File: config.mk
export PLATFORM = sky130hd
export DESIGN_NAME = spi_controller
export DESIGN_NICKNAME = d
export VERILOG_FILES = /design/src/rtl/spi_pkg.sv /design/src/rtl/spi_clk_div.sv /design/src/rtl/spi_controller.sv
export SDC_FILE = /design/constraint.sdc
export NUM_CORES = 1
export LEC_CHECK = 0
export CAP_MARGIN = 20
export CORE_ASPECT_RATIO = 2
export CORE_MARGIN = 5
export CORE_UTILIZATION = 50
export CTS_BUF_LIST = sky130_fd_sc_hd__clkbuf_16
export CTS_CLUSTER_SIZE = 28
export DETAILED_ROUTE_END_ITERATION = 8
export GPL_TIMING_DRIVEN = 0
export PLACE_DENSITY_LB_ADDON = 0.05
export SLEW_MARGIN = 5
export SYNTH_ARGS = -nofsm -noshare
export SYNTH_HDL_FRONTEND = slang
export SYNTH_SLANG_ARGS = --single-unit
File: constraint.sdc
create_clock -name clk -period 6.7 [get_ports clk]
set_clock_uncertainty 0.15 [all_clocks]
set_input_delay 1.34 -clock clk [delete_from_list [all_inputs] [get_ports clk]]
set_output_delay 1.34 -clock clk [all_outputs]
set_load 0.02 [all_outputs]
File: src/rtl/spi_pkg.sv
// Shared types and field positions for the SPI register-access initiator.
// Pure declarations: no timing, no flow control.
package spi_pkg;

  typedef enum logic [2:0] {
    IDLE,
    SETUP,
    SHIFT,
    HOLD,
    GAP
  } spi_state_t;

  localparam int CPOL_BIT = 1;
  localparam int CPHA_BIT = 0;

  // Write/read flag sits in the MSB of the command byte.
  function automatic int wr_bit_pos(input int reg_w);
    return reg_w - 1;
  endfunction

  function automatic int frame_msb(input int reg_w);
    return 2 * reg_w - 1;
  endfunction

endpackage

File: src/rtl/spi_clk_div.sv
// Free-running divider: tick high on every CLK_DIV-th clk cycle, restarted by clr.
// Latency: first tick CLK_DIV cycles after clr; no backpressure.
module spi_clk_div #(
  parameter int CLK_DIV = 4
) (
  input  logic clk,
  input  logic rstb,
  input  logic clr,
  output logic tick
);

  localparam int CW = $clog2(CLK_DIV + 1);
  localparam logic [CW-1:0] LAST = CW'(CLK_DIV - 1);

  logic [CW-1:0] cnt;

  always_ff @(posedge clk) begin
    if (!rstb || clr) begin
      cnt <= '0;
    end else if (tick) begin
      cnt <= '0;
    end else begin
      cnt <= cnt + 1'b1;
    end
  end

  assign tick = (cnt == LAST);

endmodule

File: src/rtl/spi_controller.sv
// SPI initiator issuing one {cmd,data} register frame per accepted start.
// Latency 1+CLK_DIV*(4*REG_W+2) cycles start->done; start is dropped (not queued) while busy.
module spi_controller
  import spi_pkg::*;
#(
  parameter int REG_W   = 8,
  parameter int CLK_DIV = 4
) (
  input  logic             clk,
  input  logic             rstb,
  input  logic             ena,
  input  logic [1:0]       mode,
  input  logic             start,
  input  logic             wr_rdn,
  input  logic [REG_W-2:0] addr,
  input  logic [REG_W-1:0] wdata,
  output logic             busy,
  output logic             done,
  output logic [REG_W-1:0] rdata,
  output logic             spi_cs_n,
  output logic             spi_clk,
  output logic             spi_mosi,
  input  logic             spi_miso
);

  localparam int FW        = 2 * REG_W;
  localparam int FRAME_MSB = frame_msb(REG_W);
  localparam int WR_BIT    = wr_bit_pos(REG_W);
  localparam int HW        = $clog2(4 * REG_W);
  localparam logic [HW-1:0] HP_LAST = HW'(4 * REG_W - 1);

  spi_state_t state, state_nxt;

  logic             tick;
  logic             accept;
  logic             leading;
  logic             sample_now;
  logic             shift_now;
  logic [REG_W-1:0] cmd;
  logic [FW-1:0]    tx;
  logic [REG_W-1:0] rx;
  logic [HW-1:0]    hidx;
  logic             clk_q;
  logic             done_q;
  logic             is_wr;
  logic             cpha;

  assign cmd    = {wr_rdn, addr};
  assign accept = (state == IDLE) && start && ena;

  spi_clk_div #(.CLK_DIV(CLK_DIV)) u_clk_div (
    .clk  (clk),
    .rstb (rstb),
    .clr  (accept),
    .tick (tick)
  );

  // Even half-periods end on a leading edge; CPHA selects which edge samples.
  assign leading    = ~hidx[0];
  assign sample_now = cpha ? ~leading : leading;
  assign shift_now  = (cpha ? leading : ~leading) && (hidx != '0) && (hidx != HP_LAST);

  always_ff @(posedge clk) begin
    if (!rstb) begin
      state <= IDLE;
    end else begin
      state <= state_nxt;
    end
  end

  always_comb begin
    state_nxt = state;
    case (state)
      IDLE:    if (accept) state_nxt = SETUP;
      SETUP:   if (tick) state_nxt = SHIFT;
      SHIFT:   if (tick && (hidx == HP_LAST)) state_nxt = HOLD;
      HOLD:    if (tick) state_nxt = GAP;
      GAP:     if (tick) state_nxt = IDLE;
      default: state_nxt = IDLE;
    endcase
  end

  always_ff @(posedge clk) begin
    if (!rstb) begin
      tx     <= '0;
      rx     <= '0;
      rdata  <= '0;
      hidx   <= '0;
      clk_q  <= 1'b0;
      done_q <= 1'b0;
      is_wr  <= 1'b0;
      cpha   <= 1'b0;
    end else begin
      done_q <= (state == HOLD) && tick;
      case (state)
        IDLE: begin
          clk_q <= mode[CPOL_BIT];
          hidx  <= '0;
          if (accept) begin
            tx    <= {cmd, wdata};
            is_wr <= cmd[WR_BIT];
            cpha  <= mode[CPHA_BIT];
          end
        end
        SHIFT: begin
          if (tick) begin
            clk_q <= ~clk_q;
            hidx  <= hidx + 1'b1;
            if (sample_now) rx <= {rx[REG_W-2:0], spi_miso};
            if (shift_now) tx <= {tx[FW-2:0], 1'b0};
          end
        end
        HOLD: begin
          if (tick && !is_wr) rdata <= rx;
        end
        default: ;
      endcase
    end
  end

  assign busy     = (state != IDLE);
  assign spi_cs_n = !((state == SETUP) || (state == SHIFT) || (state == HOLD));
  assign spi_clk  = clk_q;
  assign spi_mosi = spi_cs_n ? 1'b0 : tx[FRAME_MSB];
  assign done     = done_q;

endmodule

==> run_results.csv, run 1 <==
group,metric,value,unit
floorplan,die_h,102,µm
logic_synthesis,synthFlopType,"dfxtp_1",
power_and_ir_drop,p_per_area,219,nW/µm²
setup_path,cp_slowest_cell,"clkdlybuf4s50_1",
placement,gp_congestion,0.790,
setup_path,worst_setup_path_start_kind,"register",
global_route,grtUsageTotal,0.172,
layout,final_common_cell,"dfxtp_1",
setup_path,cp_top_family,"buffers and inverters",
floorplan,coreArea,4130,µm²
floorplan,dieArea,5730,µm²
floorplan,die_w,56.1,µm
layout,diodes,0,
clock_network,cts_made_buffers,5,
layout,final_nets,294,
global_route,antenna_found_initial,0,
route,avgViaCountPerCell,5.28,
clock_network,clockRootBuffer,"clkbuf_16",
setup_path,cp.arrival,1.88,ns
min_path,hold_depth,1,
clock_network,cts.clk_slew.worst_paths,0.06,ns
clock_network,hold_buffers,0,
global_route,grt_pass1_vias,1740,
logic_synthesis,syn_inst,225,
clock_network,clk_latency,0.28,ns
run,max-cap-violations,0,
power_and_ir_drop,intPower,453,µW
sta,period_needed,3.37,ns
global_route,met3_usage,0.0316,
clock_network,clock_sinks,47,
logic_synthesis,ys_seq_area_frac,0.443,
setup_path,max_stage_delay,0.58,ns
logic_synthesis,synth-async-reset-ratio,0,
setup_path,crit_cells,4,
clock_network,cts_tree,"built",
power_and_ir_drop,power_frac_seq,0.504,
sta,finalSetupViolCount,0,
setup_path,worstSetupEndpointType,"primary output",
power_and_ir_drop,swShare,0.224,
route,num_vias,1678,
global_route,globalRoute.busiestLayer,"met2",
logic_synthesis,synth_area,2120,µm²
power_and_ir_drop,irDropWorstVdd,0.260,mV
global_route,use_met1,0.171,
layout,drive_above_1_share,0.0865,
clock_network,cts_max_level,2,
floorplan,row_count,33,
clock_network,ctsResizeCount,0,
sta,hold_viol,0,
sta,relSlewSlack,0.635,
logic_synthesis,synth_nets,253,
sta,setup_ws,3.33,ns
logic_synthesis,ys_warn_count,0,
route,drtPass1Iterations,4,
global_route,grt_max_degree,14,
status,status,"finished, final reports clean",
sta,max_slew.worst_pin.slew,0.544,ns
sta,rsz0062_at_grt,"false",
power_and_ir_drop,comb_power_share,0.096,
route,routed_wl,4480,µm
layout,syn2layout_area_growth,25.4,%
setup_path,critPathKind,"reg -> out",
global_route,grtUsageMet2,0.343,
setup_path,crit_chain,"buf_2 > nor3_1 > inv_1 > clkdlybuf4s50_1",
floorplan,initial_core_util,0.514,
clock_network,post_cts_buffers,0,
route,drt_iter0_drc,17,
route,wl_per_cell,14.1,µm
placement,pre_cts_ws,3.63,ns
placement,hpwl,3350,µm
global_route,overflow,0,
placement,portBuffers,34,
setup_path,critPathRequiredTime,5.21,ns
logic_synthesis,synth_seq_cells,47,
setup_path,path_max_fanout,10,
logic_synthesis,synth_edf_count,0,
sta,fmax,296,MHz
global_route,grt_first_pass_wirelength,7780,µm
route,antenna_left,0,
sta,slew_violations,0,
power_and_ir_drop,leakagePower,0.000975,µW
power_and_ir_drop,clockPowerShare,0.399,
logic_synthesis,avgSynthCellArea,9.43,µm²
setup_path,crit_buf_inv,3,
clock_network,clockBufferDepth,2,
route,drc_errors,0,
setup_path,r2r_slack,4.16,ns
layout,final_cell_mix,"dfxtp_1 (47), clkdlybuf4s50_1 (34), mux2i_1 (23)",
setup_path,worstRegToRegCells,9,
min_path,hp-class,"reg -> reg",
logic_synthesis,synthDistinctLibCells,39,
power_and_ir_drop,switchingPower,131,µW
sta,fin_crit_sh,0.503,
floorplan,io_pins,36,
layout,n_fill_cell,372,
sta,setup_tns,0,ns
-- sequential cells by signal, indices dropped and copies added, names as in the netlist, 3 cells and up --
name,count
u_clk_div.cnt,3
rx,8
hidx,5
rdata,8
tx,16
state,3
-- power by group through the flow --
stage	Combinational, µW	Clock, µW	Sequential, µW
6_report	56.3	233	294
5_1_grt	63.1	249	295
4_1_cts	57.1	237	294
3_5_place_dp	56.3	0	301
3_3_place_gp	55.8	0	300
2_1_floorplan	32.8	0	300
-- layout make-up --
class / instances / area (µm²) / share of cell area
inverter: 6 / 22.5 / 0.00846
tap: 52 / 65.1 / 0.0244
sequential: 47 / 941 / 0.354
clock buffer: 5 / 125 / 0.0470
clock inverter: 2 / 8.76 / 0.00329
multi-input combinational: 154 / 1060 / 0.398
buffer: 18 / 98.8 / 0.0371
timing repair buffer: 34 / 340 / 0.128
-- cells in the mapped netlist, drive strengths merged, types with 2 or more instances --
library cell / number / share of area
nor2: 13 / 0.023
o21ai: 5 / 0.012
nand2: 18 / 0.032
mux2i: 23 / 0.11
dfxtp: 47 / 0.44
a21boi: 10 / 0.035
or2: 2 / 0.0059
nor3: 2 / 0.0047
nor3b: 2 / 0.0071
xor2: 3 / 0.012
nand3: 9 / 0.021
a21oi: 17 / 0.040
buf: 11 / 0.034
nor2b: 12 / 0.035
nor4b: 2 / 0.011
ha: 5 / 0.029
inv: 6 / 0.011
clkbuf: 7 / 0.013
o31ai: 15 / 0.053
a22oi: 2 / 0.0071
-- worst paths after layout --
path	from	endpoint
setup / recovery	state[0]$_SDFFE_PN0P_	busy
setup reg to reg	hidx[0]$_SDFFE_PN0P_	tx[12]$_SDFFE_PN0P_
hold reg to reg	u_clk_div.cnt[0]$_SDFF_PP0_	u_clk_div.cnt[0]$_SDFF_PP0_
hold / removal	u_clk_div.cnt[0]$_SDFF_PP0_	u_clk_div.cnt[0]$_SDFF_PP0_
-- worst register-to-register path, stage by stage (launching register included) --
cell,delay (ns)
dfxtp_1,0.36
ha_1,0.24
and3_1,0.19
ha_1,0.19
or2_2,0.32
nor4_4,0.46
or2_1,0.17
buf_4,0.14
buf_6,0.14
a21oi_1,0.07
-- per-layer routing --
metal  part of all wire  wire, µm
met5                  0         0
met4              0.016        72
met3              0.034       152
met2               0.57      2540
met1               0.38      1710
-- stage by stage --
| stage | instance area [µm²] | instances | power, µW | hold slack [ns] | util |
|---|---|---|---|---|---|
| 6_report | 2660 | 318 | 584 | 0.265 | 0.645 |
| 5_1_grt | 2660 | 318 | 607 | 0.285 | 0.645 |
| 4_1_cts | 2660 | 318 | 588 | 0.270 | 0.645 |
| 3_5_place_dp | 2530 | 311 | 357 | 0.261 | 0.612 |
| 3_3_place_gp | 2530 | 311 | 356 | 0.256 | 0.612 |
| 2_1_floorplan | 2120 | 225 | 333 | 0.247 | - |
-- logic make-up after synthesis --
group / Yosys count / share of synthesized area
adder cells (fa/ha/maj): 5 / 0.0295
XOR/XNOR: 4 / 0.0201
flip-flops: 47 / 0.443
multiplexers: 23 / 0.108
AND/OR/NAND/NOR: 69 / 0.179
buffers and inverters: 24 / 0.0572
AO/OA/AOI/OAI: 53 / 0.162
No activity file was read; power rests on OpenSTA's default activity.
==> run 2, diff against run 1 <==
==> constraint.sdc (replaced) <==
create_clock -name clk -period 3.35 [get_ports clk]
set_clock_uncertainty 0.15 [all_clocks]
set_input_delay 0.67 -clock clk [delete_from_list [all_inputs] [get_ports clk]]
set_output_delay 0.67 -clock clk [all_outputs]
set_load 0.02 [all_outputs]
==> results of run 2 <==
The final DEF is identical to that of run 1. Status: finished, final reports clean.
Main changes from that run: setup slack after placement 3.63 ns -> 0.822 ns; setup slack after layout 3.33 ns -> 0.647 ns; register-to-register setup slack 4.16 ns -> 0.81 ns; total power 584 µW -> 1170 µW; worst IR drop on VDD 0.260 mV -> 0.519 mV
==> run 3, diff against run 2 <==
--- a/config.mk
+++ b/config.mk
@@ -8,7 +8,7 @@
 export CAP_MARGIN = 20
 export CORE_ASPECT_RATIO = 2
 export CORE_MARGIN = 5
-export CORE_UTILIZATION = 50
+export CORE_UTILIZATION = 47
 export CTS_BUF_LIST = sky130_fd_sc_hd__clkbuf_16
 export CTS_CLUSTER_SIZE = 28
 export DETAILED_ROUTE_END_ITERATION = 8
==> constraint.sdc (replaced) <==
create_clock -name clk -period 2.3 [get_ports clk]
set_clock_uncertainty 0.15 [all_clocks]
set_input_delay 0.46 -clock clk [delete_from_list [all_inputs] [get_ports clk]]
set_output_delay 0.46 -clock clk [all_outputs]
set_load 0.02 [all_outputs]
==> run_results.csv, run 3 (synthesized netlist as in run 1, its figures left out) <==
group,metric,value,unit
route,drc_errors,0,
power_and_ir_drop,power,1700,µW
placement,gp_congestion,0.805,
sta,hold_viol,0,
sta,finalSetupViolCount,0,
route,drt_iter0_drc,30,
global_route,grtUsageTotal,0.160,
sta,slew_violations,0,
clock_network,clockRootBuffer,"clkbuf_16",
global_route,grtUsageMet2,0.307,
layout,reg_top3,"tx: 16 flops, rdata: 8 flops, rx: 8 flops",
global_route,antenna_found_initial,0,
floorplan,die_h,105,µm
layout,syn2layout_area_growth,27.5,%
placement,hpwl,3310,µm
route,drtPass1Iterations,4,
clock_network,cts.clk_slew.worst_paths,0.06,ns
sta,fmax,456,MHz
layout,diodes,0,
layout,final_cell_mix,"dfxtp_1 (46), clkdlybuf4s50_1 (31), mux2i_1 (23)",
floorplan,io_pins,36,
placement,portBuffers,34,
setup_path,worstSetupEndpointType,"register",
power_and_ir_drop,power_frac_seq,0.505,
global_route,use_met1,0.164,
floorplan,dieArea,6040,µm²
setup_path,startpoint,"hidx[0]$_SDFFE_PN0P_",
layout,drive_above_1_share,0.108,
clock_network,cts_max_level,2,
sta,relSlewSlack,0.618,
setup_path,crit_top_cell,"buf_6",
floorplan,initial_core_util,0.484,
layout,seq_area,945,µm²
global_route,grt_first_pass_wirelength,7780,µm
layout,regMostFlops,"tx",
power_and_ir_drop,switchingPower,373,µW
setup_path,worst_setup_path_start_kind,"register",
route,antenna_left,0,
global_route,globalRoute.busiestLayer,"met2",
setup_path,worstRegToRegCells,9,
route,num_vias,1741,
floorplan,coreArea,4380,µm²
clock_network,cts_tree,"built",
route,avgViaCountPerCell,5.39,
setup_path,critPathKind,"reg -> reg",
setup_path,path_max_fanout,8,
sta,holdWs,0.268,ns
global_route,grt_pass1_vias,1762,
power_and_ir_drop,comb_power_share,0.098,
layout,n_fill_cell,406,
power_and_ir_drop,intPower,1320,µW
power_and_ir_drop,swShare,0.220,
global_route,met3_usage,0.0259,
power_and_ir_drop,p_per_area,627,nW/µm²
route,wl_per_cell,13.9,µm
min_path,hp-class,"reg -> reg",
global_route,overflow,0,
setup_path,cp_slowest_cell,"dfxtp_4",
clock_network,clk_latency,0.28,ns
layout,multi_input_area,1070,µm²
power_and_ir_drop,irDropWorstVdd,0.670,mV
layout,largest_reg_flops,16,
power_and_ir_drop,clockPowerShare,0.397,
layout,fin_util,0.617,
run,max-cap-violations,0,
setup_path,max_stage_delay,0.36,ns
clock_network,cts_made_buffers,5,
clock_network,clockBufferDepth,2,
sta,period_needed,2.19,ns
layout,final_nets,296,
setup_path,r2r-start,"hidx[0]$_SDFFE_PN0P_",
floorplan,row_count,34,
sta,rsz0062_at_grt,"false",
setup_path,crit_chain,"ha_1 > and3_1 > ha_2 > or2_4 > nor4_4 > or2_1 > buf_6 > buf_6 > a21oi_1",
min_path,hold_start,"u_clk_div.cnt[0]$_SDFF_PP0_",
setup_path,critPathRequiredTime,2.31,ns
status,status,"finished, final reports clean",
sta,max_slew.worst_pin.slew,0.571,ns
sta,fin_crit_sh,0.954,
floorplan,die_w,57.5,µm
setup_path,cp.arrival,2.21,ns
route,routed_wl,4480,µm
clock_network,clock_sinks,47,
global_route,grt_max_degree,14,
layout,final_common_cell,"dfxtp_1",
power_and_ir_drop,leakagePower,0.00101,µW
min_path,hold_depth,1,
## run 3: cell type report
class,instances,area share
inverter,6,0.00833
buffer,17,0.0356
sequential,47,0.349
tap,54,0.0250
clock buffer,5,0.0463
multi-input combinational,154,0.395
timing repair buffer,37,0.136
clock inverter,3,0.00463
## run 3: critical path, delay by kind of cell, from the launching register on
kind	cells	cell delay, ns
fa+ha+maj	2	0.37
compound gates	1	0.06
simple gates	4	0.89
flops	1	0.36
buf+inv	2	0.25
## run 3: timing repair
action / CTS / global route
gates cloned: 0 / 1
endpoints found under the hold margin: 0 / 0
hold buffers: 0 / 0
pin swaps: 1 / 2
endpoints found under the setup margin: 17 / 20
setup buffers: 1 / 1
gates resized for setup: 3 / 9
## run 3: metal layers
metal  share of wire  wire (µm)  up-vias
met2            0.56       2520       45
met3           0.037        164       10
li1                -          -      872
met5               0          0        -
met1            0.38       1700      814
met4           0.023        102        0
## run 3: power by group through the flow
stage | combinational, µW | clock (µW) | sequential [µW]
2_1_floorplan | 95.7 | 0 | 874
3_3_place_gp | 164 | 0 | 875
5_1_grt | 186 | 718 | 860
6_report | 166 | 673 | 856
3_5_place_dp | 165 | 0 | 876
4_1_cts | 165 | 687 | 858
## run 3: worst paths after layout
check                                      to  slack (ns)
setup / recovery          tx[13]$_SDFFE_PN0P_        0.11
hold / removal    u_clk_div.cnt[0]$_SDFF_PP0_        0.27
setup reg to reg          tx[13]$_SDFFE_PN0P_        0.11
hold reg to reg   u_clk_div.cnt[0]$_SDFF_PP0_        0.27
## run 3: metrics by stage
step	cell area (µm²)	setup WS (ns)	std cells	setup TNS, ns
after CTS	2680	0.0196	322	0
after global routing	2710	0.000201	323	0
final	2710	0.106	323	0
after detailed placement	2530	-0.212	313	-2.48
after floorplan	2120	0.0568	225	0
after global placement	2530	-0.222	313	-2.64
